===== src/rtl/wiggle_gen.sv =====
`default_nettype none
// ============================================================================
//  Module      : wiggle_gen
//  Description : Prescaled LED/GPIO wiggler for board bring-up. Drives a
//                selectable LED pattern and a free-running GPIO tick counter.
//  Revision    : 1.0 - initial release
// ============================================================================
module wiggle_gen #(
    parameter int LED_W  = 8,
    parameter int GPIO_W = 27,
    parameter int DIV_W  = 24
) (
    input  logic              clk,
    input  logic              rst,
    input  logic              en,
    input  logic [1:0]        mode,
    input  logic [DIV_W-1:0]  div,
    output logic [LED_W-1:0]  led,
    output logic [GPIO_W-1:0] gpio,
    output logic              tick
);

    localparam logic [1:0] c_mode_count  = 2'd0;
    localparam logic [1:0] c_mode_walk   = 2'd1;
    localparam logic [1:0] c_mode_bounce = 2'd2;
    localparam logic [1:0] c_mode_mirror = 2'd3;

    localparam logic [LED_W-1:0]  c_led_one  = {{(LED_W-1){1'b0}}, 1'b1};
    localparam logic [GPIO_W-1:0] c_gpio_one = {{(GPIO_W-1){1'b0}}, 1'b1};
    localparam logic [DIV_W-1:0]  c_pc_one   = {{(DIV_W-1){1'b0}}, 1'b1};

    typedef enum logic {
        DIR_UP   = 1'b0,
        DIR_DOWN = 1'b1
    } dir_e;

    logic [DIV_W-1:0]  pc_q,       pc_d;
    logic [LED_W-1:0]  led_q,      led_d;
    logic [GPIO_W-1:0] gpio_q,     gpio_d;
    logic              tick_q,     tick_d;
    logic [1:0]        act_mode_q, act_mode_d;
    dir_e              dir_q,      dir_d;

    logic [GPIO_W-1:0] w_gpio_inc;
    logic [LED_W-1:0]  w_mirror;
    logic              w_step;

    assign w_gpio_inc = gpio_q + c_gpio_one;
    assign w_mirror   = w_gpio_inc[GPIO_W-1 -: LED_W];
    // >= rather than == so shrinking div below the running count steps at once
    assign w_step     = en && (pc_q >= div);

    always_ff @(posedge clk) begin
        if (rst) begin
            pc_q       <= '0;
            led_q      <= '0;
            gpio_q     <= '0;
            tick_q     <= 1'b0;
            act_mode_q <= c_mode_count;
            dir_q      <= DIR_UP;
        end else begin
            pc_q       <= pc_d;
            led_q      <= led_d;
            gpio_q     <= gpio_d;
            tick_q     <= tick_d;
            act_mode_q <= act_mode_d;
            dir_q      <= dir_d;
        end
    end

    always_comb begin
        pc_d       = pc_q;
        led_d      = led_q;
        gpio_d     = gpio_q;
        tick_d     = 1'b0;
        act_mode_d = act_mode_q;
        dir_d      = dir_q;

        if (w_step) begin
            pc_d   = '0;
            tick_d = 1'b1;
            gpio_d = w_gpio_inc;
            if (mode != act_mode_q) begin
                // A mode change only seeds the new pattern; stepping resumes next tick
                act_mode_d = mode;
                dir_d      = DIR_UP;
                case (mode)
                    c_mode_count:  led_d = '0;
                    c_mode_walk:   led_d = c_led_one;
                    c_mode_bounce: led_d = c_led_one;
                    default:       led_d = w_mirror;
                endcase
            end else begin
                case (act_mode_q)
                    c_mode_count: led_d = led_q + c_led_one;
                    c_mode_walk:  led_d = {led_q[LED_W-2:0], led_q[LED_W-1]};
                    c_mode_bounce: begin
                        if (dir_q == DIR_UP) begin
                            led_d = led_q << 1;
                            if (led_d[LED_W-1]) begin
                                dir_d = DIR_DOWN;
                            end
                        end else begin
                            led_d = led_q >> 1;
                            if (led_d[0]) begin
                                dir_d = DIR_UP;
                            end
                        end
                    end
                    c_mode_mirror: led_d = w_mirror;
                    default:       led_d = led_q;
                endcase
            end
        end else if (en) begin
            pc_d = pc_q + c_pc_one;
        end
    end

    assign led  = led_q;
    assign gpio = gpio_q;
    assign tick = tick_q;

endmodule
`default_nettype wire


===== config.mk =====
export PLATFORM = sky130hd
export DESIGN_NAME = wiggle_gen
export DESIGN_NICKNAME = d
export VERILOG_FILES = /design/src/rtl/wiggle_gen.sv
export SDC_FILE = /design/constraint.sdc
export NUM_CORES = 1
export LEC_CHECK = 0
export CAP_MARGIN = 30
export CORE_MARGIN = 4
export CORE_UTILIZATION = 58
export CTS_CLUSTER_DIAMETER = 80
export DETAILED_ROUTE_END_ITERATION = 12
export PLACE_DENSITY_LB_ADDON = 0.2
export SLEW_MARGIN = 25
export SYNTH_ARGS = -nofsm -noshare
export SYNTH_HDL_FRONTEND = slang
export SYNTH_SLANG_ARGS = --single-unit

===== constraint.sdc =====
create_clock -name clk -period 4.7 [get_ports clk]
set_input_delay 0.94 -clock clk [delete_from_list [all_inputs] [get_ports clk]]
set_output_delay 0.94 -clock clk [all_outputs]
set_load 0.02 [all_outputs]

==> metrics.yaml <==
timing:
  fin_skew_ps: 6.64
  timing.final.crit_share_pct: 80.1
  report.final.slew_viol_count: 0
  max_slew_margin_pct: 36.8
  rsz0062_at_grt: "false"
  finalCriticalPeriod_ps: 3770
  setup_viol: 0
  finalWorstSetupSlack_ps: 935
  tns_ps: 0
  worstMarginPinSlew_ps: 940
  hold_viol: 0
  fmax_ghz: 0.266
place:
  gp_congestion: 0.898
  port_buffers: 64
  post_dp_cell_area_um2: 4700
  dp_hpwl_um: 7080
  dp_slack_ps: 585
setup_path:
  crit_family: "compound AO/OA/AOI/OAI gates"
  path_class: "input port to flop"
  path_max_fanout: 17
  cp_slowest_stage_delay_ps: 520
  cp-start-kind: "input port"
  crit_path_top_delay_cell: "o21ai_2"
  cp-end-kind: "flop"
  critPathArrivalTime_ps: 4030
  crit_chain: "clkdlybuf4s50_1, inv_1, ha_1, a21oi_1, nand2_1, a211oi_1, a2111oi_4, o21ai_2, buf_4, nand2_1, nor2_1"
  critPathRequiredTime_ps: 4960
  cpMostUsedCell: "nand2_1"
  path_buf_inv: 3
clock_tree:
  post_cts_buffers: 0
  cts_max_level: 3
  cts_tree: "done"
  cts.sinks: 63
  clk_pin_slew_ps: 70
  cts-resized-gates: 0
  cts_made_buffers: 9
  cts_buffer_depth: 2
  root_buffer: "clkbuf_8"
  hold_buffers: 0
  clk_latency_ps: 340
yosys:
  ys_top_cells_by_count: "nor2_1 (70), dfxtp_1 (63), nand2_1 (35), inv_1 (34), nand3_1 (32)"
  synth_ff_type: "dfxtp_1"
  synth_edf_count: 0
  ys_async_sr_fraction_pct: 0
  syn_area_per_cell_um2: 7.92
  synth_top_area_cell: "dfxtp_1"
  synth_top_cell_area_share_pct: 31.4
  synth_area_leaders: "dfxtp_1 (31%), ha_1 (8.7%), nor2_1 (6.5%), xor2_1 (5.9%), mux2i_1 (4.0%)"
  syn_inst: 507
  synth.yosys.seq_area_share_pct: 31.4
  syn-cell-area_um2: 4020
  ys_types: 49
  synth_seq_cells: 63
  syn_nets: 564
  synth_warnings: 0
  synth_most_common_cell: "nor2_1"
grt:
  met1_usage_pct: 29.5
  grt_pass1_wl_um: 16400
  grt_pass1_vias: 3598
  use_met2_pct: 40.0
  grt_overflow_total: 0
  use_met3_pct: 6.30
  grt_antenna_before_repair: 0
  grt_max_degree: 28
  grt_use_total_pct: 24.0
  grt_busiest_layer: "met2"
detailed_routing:
  ant_nets: 0
  drc: 0
  totalWireLength_um: 9600
  vias_per_cell: 5.94
  via_count: 3842
  first_pass_iters: 5
  drtIter0Drc: 177
  detail_route.wl_per_cell_um: 14.8
die:
  fp.dieH_um: 91.2
  die_x_um: 91.2
  ioPinCount: 65
  core-area_um2: 6760
  die_area_um2: 8320
  start_util_pct: 59.4
  core.rowCount: 30
cells_and_area:
  fin_area_um2: 4920
  drive_gt1_share_pct: 4.94
  final_nets: 619
  area_growth_pct: 22.6
  num_antenna_cells: 0
min_path:
  min_path_type: "flop to flop"
power:
  cellPowerDensity_nw_per_um2: 232
  power.leakage_nw: 1.89
  vdd_drop_max_mv: 0.135
  fin_total_pwr_mw: 1.14
outcome:
  outcome: "completed"
run:
  max_cap_violations: 0
==> flip-flops by register name, summed over array words and instances, names as in the netlist <==
| signal | cells |
|---|---|
| pc_q | 24 |
| act_mode_q | 2 |
| led | 8 |
| tick | 1 |
| dir_q | 1 |
| gpio | 27 |
==> cell usage in the layout, fill, tap and decap left out, types with 21 or more instances in the layout <==
| cell type | count |
|---|---|
| a21oi_1 | 26 |
| clkdlybuf4s50_1 | 64 |
| dfxtp_1 | 63 |
| ha_1 | 28 |
| inv_1 | 34 |
| nand2_1 | 35 |
| nand3_1 | 32 |
| nor2_1 | 70 |
| o21ai_0 | 21 |
| xor2_1 | 27 |
==> per-stage QoR <==
step	util, %	hold WS (ps)	instances
2_1_floorplan	-	470	507
5_1_grt	72.8	539	647
6_report	72.8	503	647
4_1_cts	72.8	495	647
3_5_place_dp	69.5	486	631
3_3_place_gp	69.5	485	631
==> per-layer routing <==
layer,wire length [µm],vias up
li1,-,1893
met1,4140,1814
met5,0,-
met2,4740,119
met3,535,16
met4,185,0
==> tightest hold or removal path, cell delays in order (launching register included) <==
cell and delay [ps]:
dfxtp_1 330, o31ai_1 70, a21oi_1 60
==> logic make-up (layout without fill, tap and decap cells) <==
family	Yosys count	after routing	share of synthesized area, %
compound gates	91	91	15.1
xor+xnor	45	45	9.82
fa+ha+maj	28	28	8.73
buf+inv	59	119	5.58
flops	63	63	31.4
mux	18	18	4.55
simple gates	203	203	24.8
==> final cells by class <==
cell class,instances,area (µm²)
clock buffer,13,159
clock inverter,3,65.1
fill,538,1840
inverter,34,128
multi-input combinational,385,2530
sequential,63,1260
tap,80,100
timing repair buffer,69,678
==> where the power goes <==
part / switching, mW / internal (mW)
sequential: 0.00168 / 0.535
clock: 0.209 / 0.327
combinational: 0.0350 / 0.0339
total: 0.246 / 0.896
==> final timing paths <==
kind,start,endpoint,slack (ps),cells after the start
setup / recovery,div[10],pc_q[13],930,11
hold / removal,gpio[11],gpio[11],500,2
setup reg to reg,pc_q[10],pc_q[13],1630,9
hold reg to reg,gpio[11],gpio[11],500,2
Note: power is estimated with default switching activity, not from simulation.
